### src/rtl/shiftreg_arbiter.sv
// rtl/shiftreg_arbiter.sv - round-robin burst arbiter sharing one shift register, with return-path tag routing
module shiftreg_arbiter #(
   parameter int NumReq    = 4,
   parameter int DataWidth = 32,
   parameter int Depth     = 4,
   parameter int MaxBurst  = 2
) (
   input  logic                          clk_i,
   input  logic                          rst_ni,
   input  logic [NumReq-1:0]             req_valid_i,
   input  logic [NumReq*DataWidth-1:0]   req_data_i,
   output logic [NumReq-1:0]             req_ready_o,
   output logic                          sr_valid_o,
   output logic [DataWidth-1:0]          sr_data_o,
   input  logic                          sr_valid_i,
   input  logic [DataWidth-1:0]          sr_data_i,
   output logic [NumReq-1:0]             rsp_valid_o,
   output logic [DataWidth-1:0]          rsp_data_o,
   output logic                          busy_o,
   output logic                          error_o
);

   localparam int IdW  = $clog2(NumReq);
   localparam int CntW = $clog2(MaxBurst + 1);
   localparam logic [IdW-1:0]  LastId  = IdW'(NumReq - 1);
   localparam logic [CntW-1:0] BurstLen = CntW'(MaxBurst);

   typedef enum logic {IDLE, BURST} state_t;

   state_t          state_q, state_d;
   logic [IdW-1:0]  ptr_q, ptr_d;
   logic [IdW-1:0]  owner_q, owner_d;
   logic [CntW-1:0] cnt_q, cnt_d;
   logic [IdW-1:0]  win_id;
   logic            found;
   logic            transfer;
   logic [Depth-1:0] tag_v_q;
   logic [IdW-1:0]  tag_id_q [Depth];
   logic            error_q;

   // Requester index after id, wrapping at the last requester.
   function automatic logic [IdW-1:0] next_id(input logic [IdW-1:0] id);
      return (id == LastId) ? '0 : id + 1'b1;
   endfunction

   // Requester index base+off taken modulo NumReq.
   function automatic logic [IdW-1:0] rr_idx(input logic [IdW-1:0] base, input int off);
      int s;
      s = int'(base) + off;
      if (s >= NumReq) s = s - NumReq;
      return IdW'(s);
   endfunction

   // Arbitration FSM state, round-robin pointer, burst owner and beat counter.
   always_ff @(posedge clk_i) begin
      if (!rst_ni) begin
         state_q <= IDLE;
         ptr_q   <= '0;
         owner_q <= '0;
         cnt_q   <= '0;
      end else begin
         state_q <= state_d;
         ptr_q   <= ptr_d;
         owner_q <= owner_d;
         cnt_q   <= cnt_d;
      end
   end

   // Winner selection and next-state: round-robin scan when idle, owner-only while locked.
   always_comb begin
      state_d = state_q;
      ptr_d   = ptr_q;
      owner_d = owner_q;
      cnt_d   = cnt_q;
      win_id  = '0;
      found   = 1'b0;
      unique case (state_q)
         IDLE: begin
            for (int i = 0; i < NumReq; i++) begin
               if (!found && req_valid_i[rr_idx(ptr_q, i)]) begin
                  found  = 1'b1;
                  win_id = rr_idx(ptr_q, i);
               end
            end
            if (found) begin
               if (MaxBurst == 1) begin
                  ptr_d = next_id(win_id);
               end else begin
                  state_d = BURST;
                  owner_d = win_id;
                  cnt_d   = CntW'(1);
               end
            end
         end
         BURST: begin
            win_id = owner_q;
            found  = req_valid_i[owner_q];
            if (found) begin
               cnt_d = cnt_q + 1'b1;
               if (cnt_q + 1'b1 == BurstLen) begin
                  state_d = IDLE;
                  ptr_d   = next_id(owner_q);
                  cnt_d   = '0;
               end
            end else begin
               // Owner dropped its request: release the lock, costing one idle cycle.
               state_d = IDLE;
               ptr_d   = next_id(owner_q);
               cnt_d   = '0;
            end
         end
         default: state_d = IDLE;
      endcase
   end

   // Grant is suppressed while reset is asserted so nothing enters the register.
   assign req_ready_o = (found && rst_ni) ? (NumReq'(1) << win_id) : '0;
   assign transfer    = |(req_valid_i & req_ready_o);
   assign sr_valid_o  = transfer;
   assign sr_data_o   = transfer ? req_data_i[win_id*DataWidth +: DataWidth] : '0;

   // Tag pipe mirroring the shift register: carries the issuing requester id.
   always_ff @(posedge clk_i) begin
      if (!rst_ni) begin
         tag_v_q <= '0;
         for (int i = 0; i < Depth; i++) tag_id_q[i] <= '0;
      end else begin
         tag_v_q[0]  <= transfer;
         tag_id_q[0] <= win_id;
         for (int i = 1; i < Depth; i++) begin
            tag_v_q[i]  <= tag_v_q[i-1];
            tag_id_q[i] <= tag_id_q[i-1];
         end
      end
   end

   // Sticky flag raised whenever the register output disagrees with the head tag.
   always_ff @(posedge clk_i) begin
      if (!rst_ni)                               error_q <= 1'b0;
      else if (sr_valid_i != tag_v_q[Depth-1])   error_q <= 1'b1;
   end

   assign rsp_valid_o = sr_valid_i ? (NumReq'(1) << tag_id_q[Depth-1]) : '0;
   assign rsp_data_o  = sr_valid_i ? sr_data_i : '0;
   assign busy_o      = |tag_v_q;
   assign error_o     = error_q;

endmodule

### config.mk
export PLATFORM = sky130hd
export DESIGN_NAME = shiftreg_arbiter
export DESIGN_NICKNAME = d
export VERILOG_FILES = /design/src/rtl/shiftreg_arbiter.sv
export SDC_FILE = /design/constraint.sdc
export NUM_CORES = 1
export LEC_CHECK = 0
export ABC_AREA = 0
export CAP_MARGIN = 40
export CORE_AREA = 2 2 94 96
export CTS_BUF_LIST = sky130_fd_sc_hd__clkbuf_8
export CTS_CLUSTER_DIAMETER = 50
export CTS_CLUSTER_SIZE = 24
export DETAILED_ROUTE_END_ITERATION = 7
export DIE_AREA = 0 0 96 98
export PLACE_DENSITY = 0.8
export SLEW_MARGIN = 10
export SYNTH_ARGS = -nofsm -noshare
export SYNTH_HDL_FRONTEND = slang
export SYNTH_SLANG_ARGS = --single-unit
### constraint.sdc
create_clock -name clk_i -period 5.1 [get_ports clk_i]
set_input_delay 1.02 -clock clk_i [delete_from_list [all_inputs] [get_ports clk_i]]
set_output_delay 1.02 -clock clk_i [all_outputs]
set_load 0.02 [all_outputs]
---- Word-level counts from Yosys, hierarchy flattened ----
Memories as Yosys holds them, arrays and structs flattened.
Cells that the tools add are included.
cells by class
  multiplexer cells ....................... 53
  equal/unequal tests ..................... 5
  reduce and logical (&&, ||, !) cells .... 11
  shifts and indexed selects .............. 3
  bitwise operators ....................... 6
  $add $sub $neg .......................... 9
  magnitude comparators ................... 9
operators by type and width
  operator                                                           count
  indexed part select 128 x 8 -> 32 bit                              1
  two-way mux 32 bit                                                 2
  two-way mux 2 bit                                                  22
  two-way mux 1 bit                                                  18
  less-than comparator 2 x 3 -> 1 bit, second input constant         5
  binary-select mux 1 bit (select 2 bit)                             5
  greater-or-equal comparator 3 bit, second input constant           3
  two-way mux 4 bit                                                  2
  one-hot mux 2 bit (2 select lines)                                 2
  OR reduction 4 bit                                                 2
  << shifter 1 x 2 -> 4 bit, first input constant                    2
  subtractor 2 x 1 -> 2 bit, second input constant                   4
  adder 2 x 2 -> 3 bit, second input constant                        2
  adder 2 x 1 -> 2 bit, second input constant                        2
  bitwise AND 4 bit                                                  1
  == test 2 bit, second input constant                               2
  logical AND 1 bit                                                  4
  bitwise OR 1 bit                                                   4
  one-hot mux 1 bit (2 select lines)                                 2
  AND reduction 2 bit                                                2
  adder 2 x 1 -> 3 bit, second input constant                        1
  greater-or-equal comparator 2 x 3 -> 1 bit, second input constant  1
  zero test 1 bit                                                    3
  != test 2 x 1 -> 1 bit, second input constant                      1
  3 further kinds                                                    3
word-level totals
  output and inout port bits .............. 75
  word-level logic and storage cells ...... 103
  memory bits (writable) .................. 8
  bits of input ports ..................... 167
  memories kept ........................... 1
  register bits after elaboration ......... 12
memory list
  name      words  bits a word  rd ports  clocked after memory_dff  wr ports  line  RTL
  tag_id_q  4      2            4         0                         4         38    logic [IdW-1:0] tag_id_q [Depth];

---- Longest topological paths before layout ----
Gate-level depths: netlist of run 1.
  word-level depth ........................ 25
  mapped depth ............................ 8
  gate-level depth less buffers ........... 6

---- Least setup slack after synthesis of run 1 ----
Ideal clock, no wire load.
  path type ............................... input-to-output
  start point ............................. in req_valid_i[0]
  end point ............................... out sr_data_o[11]
  data required time ...................... 4080 ps
  slack ................................... 1314 ps
  arrival ................................. 2766 ps
  stages .................................. 7
  path buffers ............................ 3
  cells stage by stage .................... buf_2 -> inv_1 -> mux4_2 -> o21a_1 -> buf_6 -> buf_6 -> o31ai_1
on the way
  cells in the longest elaborated chain, start to end .. 22
  elaborated cells between the ends (all ways) .. 37
  classes of those cells .................. 2 x shift; 26 x mux; 1 x bitwise; 8 x reduce/logical
ends and longest elaborated chain
  what                                                                             line  RTL
  from (decl)                                                                      10    input logic [NumReq-1:0] req_valid_i,
  branches (longest 21 deep; another with binary-select mux 1 bit (select 2 bit))  -
  two-way mux 32 bit (*)                                                           120   assign sr_data_o = transfer ? req_data_i[win_id*DataWidth +: DataWidth] : '0;
  to (decl)                                                                        14    output logic [DataWidth-1:0] sr_data_o,
Mark *: on every way between the ends. The select of a mux whose other input is x is not followed.

---- Worst setup path after layout of run 1 ----
  start point ............................. in req_valid_i[0]
  end point ............................... out sr_data_o[30]
The elaborated chain is that of the path after synthesis.

==> results.md, run 1 <==
- Outcome: completed
- Clock Pin Slew Worst Setup and Hold Paths: 70 ps
- Final wirelength: 12.3 mm
- Post-Route Utilization: 62.1%
- Clock share of power: 14.6%
- Max transition margin: 45.7%
- CTS resizes: 0
- Final setup violation count: 0
- Reg2reg setup slack: just over 3000 ps
- Antenna-violating nets left: 0
- R2R Path End: state_q
- Clock buffer depth: 2
- Remaining Overflow, GRT: 0
- Hold path start: tag_id_q[0][0]
- Worst Hold End: tag_id_q[1][0]
- Die X: 96 µm
- Pwr/cell area: 202 nW/µm²
- Combinational power share: 67.4%
- Synth area leader: dfxtp_1
- Post-route minimum period: about 5000 ps
- Post-Syn Instances: 355
- Starting Density: 31.7%
- Die height: between 90 and 100 µm
- Port bufs: between 200 and 250
- Top Ports: 242
- Worst hold stages: 1
- Synthesis-to-finish area growth: 96.3%
- Vias: 3860
- Placed cell area: 5190 µm²
- Vias per cell: 5.64
- Avg Cell Area, Syn: 7.55 µm²
- Final GP Congestion: 0.852
- Final Power: 1060 µW
- Flop pwr share: 18.1%
- GR Util met2: between 40 and 50%
- R2R cell count: 4
- RSZ-0062 raised after global routing: false
- Root Buffer: clkbuf_8
- Drt drc: 0
- Worst clock skew: 3.80 ps
- Fmax: 0.199 GHz
- CP Capture Type: output port
- Placement Rows: 34
- CP required: 4080 ps
- Antenna diode count: 0
- GR Util met1: a little over a quarter
- CTS tree: yes
- P_sw: 419 µW
- First-pass GRT wire length: between 15 and 20 mm
- Library cells used by synthesis: 53
- Sink Count: 20
- Initial antenna violation count: 0
- Max-cap violations: 0
- Busiest grt layer: met2
- Fillers: 716
- Post-CTS Setup Repair Bufs: 0
- CP startpoint kind: input pin
- Initial detailed-routing violation count: 240
- Count of flip-flops with a built-in enable after synthesis: 0
- Fin. max-slew vios: 0
- CTS Buf Count: 3
- Seq. cell area: ~400 µm²
- CTS Hold Bufs: 0
- Syn nets: 523
- Async set-reset flop share out of synthesis: 0%
- # nets final: 746
- Clock latency at the later pin of the worst-skew pair: 260 ps
- Worst min-delay path class: flip-flop to flip-flop
- Worst-Margin Slew: 813 ps
- Yosys warnings: 0
- Largest net degree at the start of global routing: 38
- Die area: 9410 µm²
- Design area: roughly 5300 µm²
- Flops & latches, synth: 20
- Sequential area share after synthesis: 14.9%
- DR pass1 iterations: 5
- Switching Fraction: 39.4%
- Top fanout value on the critical path: 21
- Setup tns final: 0 ps
- Post-synth top area share: 14.9%
- GR Util met3: 4.94%
- Core Region: 8470 µm²
- Crit path DAT: 4000 ps
- Ys flop type: dfxtp_1
- Post-Syn Area: 2680 µm²
- Peak VDD IR: around 0.092 mV
- H-tree levels: 1
- Int Pwr: 643 µW
- Final period util: between 90% and 100%
- Vias in the first global route: 3860
- Drt wl/cell: 17.9 µm
- LEAKAGE: 0.00192 µW
- Final hold vios: 0
- Area of the multi-input gates: 2060 µm²
- Hpwl dp: 9.89 mm
- GR Util All Layers: between 20 and 25%
- Critical path class: input pin to output port
- Layout cells sized above 1: 8.84%
- FF-to-FF Start: owner_q[1]
- Main area contributors after synthesis: dfxtp_1 (15%), a22oi_1 (14%), and2_1 (10%)
cells in the final DEF (no fill, tap or decap), drive strengths merged, types with 2 or more instances in the layout:
cell	netlist	final
clkdlybuf4s50	0	241
a22oi	50	50
and2	43	43
a21oi	27	27
o31ai	24	24
dfxtp	20	20
nand2	18	18
a221oi	17	17
mux2	17	17
buf	18	14
o21ai	14	14
nor2	12	12
inv	11	11
nor2b	8	8
mux2i	8	8
o21a	6	6
nand2b	3	3
o221ai	3	3
clkbuf	19	3
nand4	2	2
nor3	2	2
a21o	2	2
o211a	2	2
a32oi	2	2
a211oi	2	2
a221o	2	2
a21boi	2	2
or4	2	2
o22ai	2	2
area by class of cell:
cell class                 instances  area share, %
timing repair buffer             255           48.5
inverter                          12          0.856
tap                              108           2.57
multi-input combinational        286           39.1
clock inverter                     1          0.571
sequential                        20           7.61
clock buffer                       3          0.785
cell usage after synthesis, drive strengths merged, types with 6 or more instances:
cell     n
clkbuf  19
nor2b    8
inv     11
a22oi   50
a221oi  17
nand2   18
o21a     6
buf     18
o31ai   24
a21oi   27
mux2i    8
dfxtp   20
nor2    12
o21ai   14
and2    43
mux2    17
stage by stage:
| stage | hold WS (ps) | setup WS [ps] | cells |
|---|---|---|---|
| global route | 444 | 40.8 | 685 |
| detailed placement | 419 | 147 | 681 |
| finish | 441 | 82.9 | 685 |
| CTS | 437 | 143 | 685 |
| global placement | 415 | 134 | 680 |
| floorplan | 412 | 1310 | 355 |
flip-flops by register name, indices dropped and copies added, names as in the netlist:
name,cells
tag_v_q,4
state_q,1
error_o,1
ptr_q,2
owner_q,2
cnt_q,2
tag_id_q,8
power by group through the flow:
stage	clock [µW]	sequential, µW	combinational (µW)
final	155	192	715
after global routing	167	196	766
after CTS	160	192	715
after detailed placement	0	195	713
after global placement	0	202	694
after floorplan	0	181	383
worst max-delay path: stages:
cell and delay [ps]:
clkdlybuf4s50_1 670, inv_1 100, mux4_2 510, o21a_1 380
buf_12 240, o31ai_1 380, clkdlybuf4s50_1 680
logic make-up after synthesis:
logic type / synth area share [%]
flip-flops: 14.9
XOR/XNOR: 0.327
adder cells (fa/ha/maj): 0.467
multiplexers: 11.0
AND/OR/NAND/NOR: 20.4
AO/OA/AOI/OAI: 44.4
buffers and inverters: 8.50
worst max-delay path by stage:
stage	start	end	slack (ps)	cells past startpoint
after floorplan	req_valid_i[0]	sr_data_o[11]	1310	7
after global placement	req_valid_i[0]	sr_data_o[30]	130	7
after detailed placement	req_valid_i[0]	sr_data_o[30]	150	7
after CTS	req_valid_i[0]	sr_data_o[30]	140	7
after global routing	req_valid_i[0]	sr_data_o[30]	40	7
final	req_valid_i[0]	sr_data_o[30]	80	7
routing by layer:
layer | vias to the layer above | wire length [µm]
li1 | 1809 | -
met1 | 1808 | 4450
met2 | 217 | 6220
met3 | 26 | 1180
met4 | 0 | 396
met5 | - | 0
No activity file was read; power rests on OpenSTA's default activity.
==> run 2, diff against run 1 <==
==> constraint.sdc (replaced) <==
create_clock -name clk_i -period 5.9 [get_ports clk_i]
set_input_delay 1.18 -clock clk_i [delete_from_list [all_inputs] [get_ports clk_i]]
set_output_delay 1.18 -clock clk_i [all_outputs]
set_load 0.02 [all_outputs]
==> run 2 against run 1 <==
Combinational power down 15%. Critical path depth did not move. Power is 14% lower.
==> results.md, run 2 (same netlist as run 1, synthesis figures left out) <==
- Outcome: completed
- GR Util met1: 28.2% (+0.81 points)
- Core Region: 8470 µm² (unchanged)
- Worst hold stages: 1 (unchanged)
- Clock latency at the later pin of the worst-skew pair: 250 ps (about the same)
- Worst clock skew: 1.55 ps (-2.25 ps)
- Antenna-violating nets left: 0 (unchanged)
- R2R cell count: 4 (unchanged)
- Largest net degree at the start of global routing: 38 (unchanged)
- Placement Rows: 34 (unchanged)
- Busiest grt layer: met2
- P_sw: 363 µW (-13%)
- Die area: 9410 µm² (unchanged)
- Vias per cell: 5.66 (+0.51%)
- Die height: 98 µm (unchanged)
- Combinational power share: 67.1% (-0.3 points)
- CP startpoint kind: input pin
- Hold path start: tag_id_q[2][1]
- Antenna diode count: 0 (unchanged)
- Drt wl/cell: 18.0 µm (+0.52%)
- First-pass GRT wire length: 18.6 mm (-0.26%)
- Root Buffer: clkbuf_8
- Peak VDD IR: 0.0923 mV (about the same)
- RSZ-0062 raised after global routing: false
- Clock share of power: 14.8% (+0.2 points)
- Fillers: 743 (+3.8%)
- DR pass1 iterations: 5 (unchanged)
- Max transition margin: 43.8% (-1.8 points)
- Crit-path cells: clkdlybuf4s50_1 -> nor3_1 -> a211o_1 -> a22o_1 -> a22oi_1 -> o31ai_1 -> clkdlybuf4s50_1
- CP most frequent cell: clkdlybuf4s50_1
- CP max stage delay: 670 ps (about the same)
- R2R Path End: state_q
- Int Pwr: 547 µW (-15%)
- Hpwl dp: 9.62 mm (-2.7%)
- Crit path max-delay cell type: a22o_1
- Final wirelength: 12.2 mm (about the same)
- LEAKAGE: 0.00189 µW (-1.5%)
- Post-Route Utilization: 61.4% (-0.74 points)
- Critical path origin: req_valid_i[1]
- Worst-Margin Slew: 821 ps (+8.81 ps)
- Port bufs: 241 (unchanged)
- Initial detailed-routing violation count: 231 (-3.8%)
- Top fanout value on the critical path: 20 (-4.8%)
- Initial antenna violation count: 0 (unchanged)
- Final GP Congestion: 0.864 (+1.4%)
- Final hold vios: 0 (unchanged)
- Layout cells sized above 1: 8.20% (-0.64 points)
- Starting Density: 31.7% (unchanged)
- CTS Buf Count: 3 (unchanged)
- GR Util All Layers: 24.8% (+0.035 points)
- GR Util met3: 6.40% (+1.5 points)
- CP required: 4720 ps (+640 ps)
- Setup tns final: 0 ps (unchanged)
- Worst min-delay path class: flip-flop to flip-flop
- Fmax: 0.189 GHz
- CTS resizes: 0 (unchanged)
- Final period util: 89.6%
- Post-CTS Setup Repair Bufs: 0 (unchanged)
- Worst Hold End: tag_id_q[3][1]
- Critical path class: input pin to output port
- Sink Count: 20 (unchanged)
- Biggest register: tag_id_q
- Vias: 3857 (-0.078%)
- Switching Fraction: 39.9% (+0.44 points)
- Die X: 96 µm (unchanged)
- CTS Hold Bufs: 0 (unchanged)
- Remaining Overflow, GRT: 0 (unchanged)
- Commonest non-fill, non-tap cell in the layout: clkdlybuf4s50_1
- # nets final: 742 (-0.54%)
- Reg2reg setup slack: 3700 ps (+650 ps)
- Placed cell count: 677 (-0.59%)
- Top Ports: 242 (unchanged)
- H-tree levels: 1 (unchanged)
- GR Util met2: 44.3% (-0.53 points)
- Drt drc: 0 (unchanged)
- Final setup violation count: 0 (unchanged)
- Fin. max-slew vios: 0 (unchanged)
- CP Capture Type: output port
- Flop pwr share: 18.2% (about the same)
- Commonest cells after routing, fill and taps aside: clkdlybuf4s50_1 (241), a22oi_1 (50), and2_1 (43)
- Vias in the first global route: 3696 (-4.2%)
- Synthesis-to-finish area growth: 93.9%
- Cell Count, Final, Fillers Out: 681 (-0.58%)
- Largest register FFs: 8 (unchanged)
- Clock buffer depth: 2 (unchanged)
- Post-route minimum period: 5290 ps
- Regs by FF count: tag_id_q x8, tag_v_q x4
- Crit path DAT: 4110 ps (+110 ps)
- Clock Pin Slew Worst Setup and Hold Paths: 70 ps (about the same)
- FF-to-FF Start: owner_q[0]
- Max-cap violations: 0 (unchanged)
- CTS tree: yes
- Pwr/cell area: 175 nW/µm² (-13%)
-- run 2: changes by cell type in the layout (fill, tap and decap cells not counted), sizes merged --
cell,before,now
buf,14,10
-- run 2: area by class of cell --
type | count | area, µm² | share of cell area [%]
Clock inverter | 1 | 30.0 | 0.578
Tap cell | 108 | 135 | 2.60
Multi-Input combinational cell | 286 | 2060 | 39.6
Sequential cell | 20 | 400 | 7.70
Inverter | 12 | 45.0 | 0.867
Clock buffer | 3 | 41.3 | 0.794
Timing Repair Buffer | 251 | 2490 | 47.9
-- run 2: worst max-delay path: cells and delay by family --
kind | cells | cell delay, ps
simple gates | 1 | 310
compound gates | 4 | 1340
buf+inv | 2 | 1260
-- run 2: routing by layer --
layer	vias to the layer above	share of wire, %
li1	1807	-
met1	1805	37
met2	221	50
met3	24	10
met4	0	2.7
met5	-	0
-- run 2: worst max-delay path by stage --
stage / end / depth (start not counted)
floorplan: sr_data_o[11] / 7
global placement: sr_data_o[3] / 7
detailed placement: sr_data_o[3] / 7
CTS: sr_data_o[3] / 7
global route: sr_data_o[3] / 7
finish: sr_data_o[3] / 7
-- run 2: power by group through the flow --
stage          sequential (µW)  clock, µW  combinational (µW)
2_1_floorplan              156          0                 331
3_3_place_gp               168          0                 599
3_5_place_dp               169          0                 606
4_1_cts                    165        138                 609
5_1_grt                    168        143                 654
6_report                   166        134                 610
-- run 2: through the flow --
stage	power (µW)	hold WS (ps)	setup WS, ps	area (µm²)
2_1_floorplan	487	412	1790	2680
3_3_place_gp	766	414	699	5130
3_5_place_dp	774	420	647	5130
4_1_cts	912	436	614	5200
5_1_grt	966	446	420	5200
6_report	910	437	614	5200
==> run 3, diff against run 2 <==
--- a/config.mk
+++ b/config.mk
@@ -6,6 +6,7 @@
 export NUM_CORES = 1
 export LEC_CHECK = 0
 export ABC_AREA = 0
+export ABC_CLOCK_PERIOD_IN_PS = 5900
 export CAP_MARGIN = 40
 export CORE_AREA = 2 2 94 96
 export CTS_BUF_LIST = sky130_fd_sc_hd__clkbuf_8
==> results of run 3 <==
Final layout, timing and power as in run 2 (identical DEF).
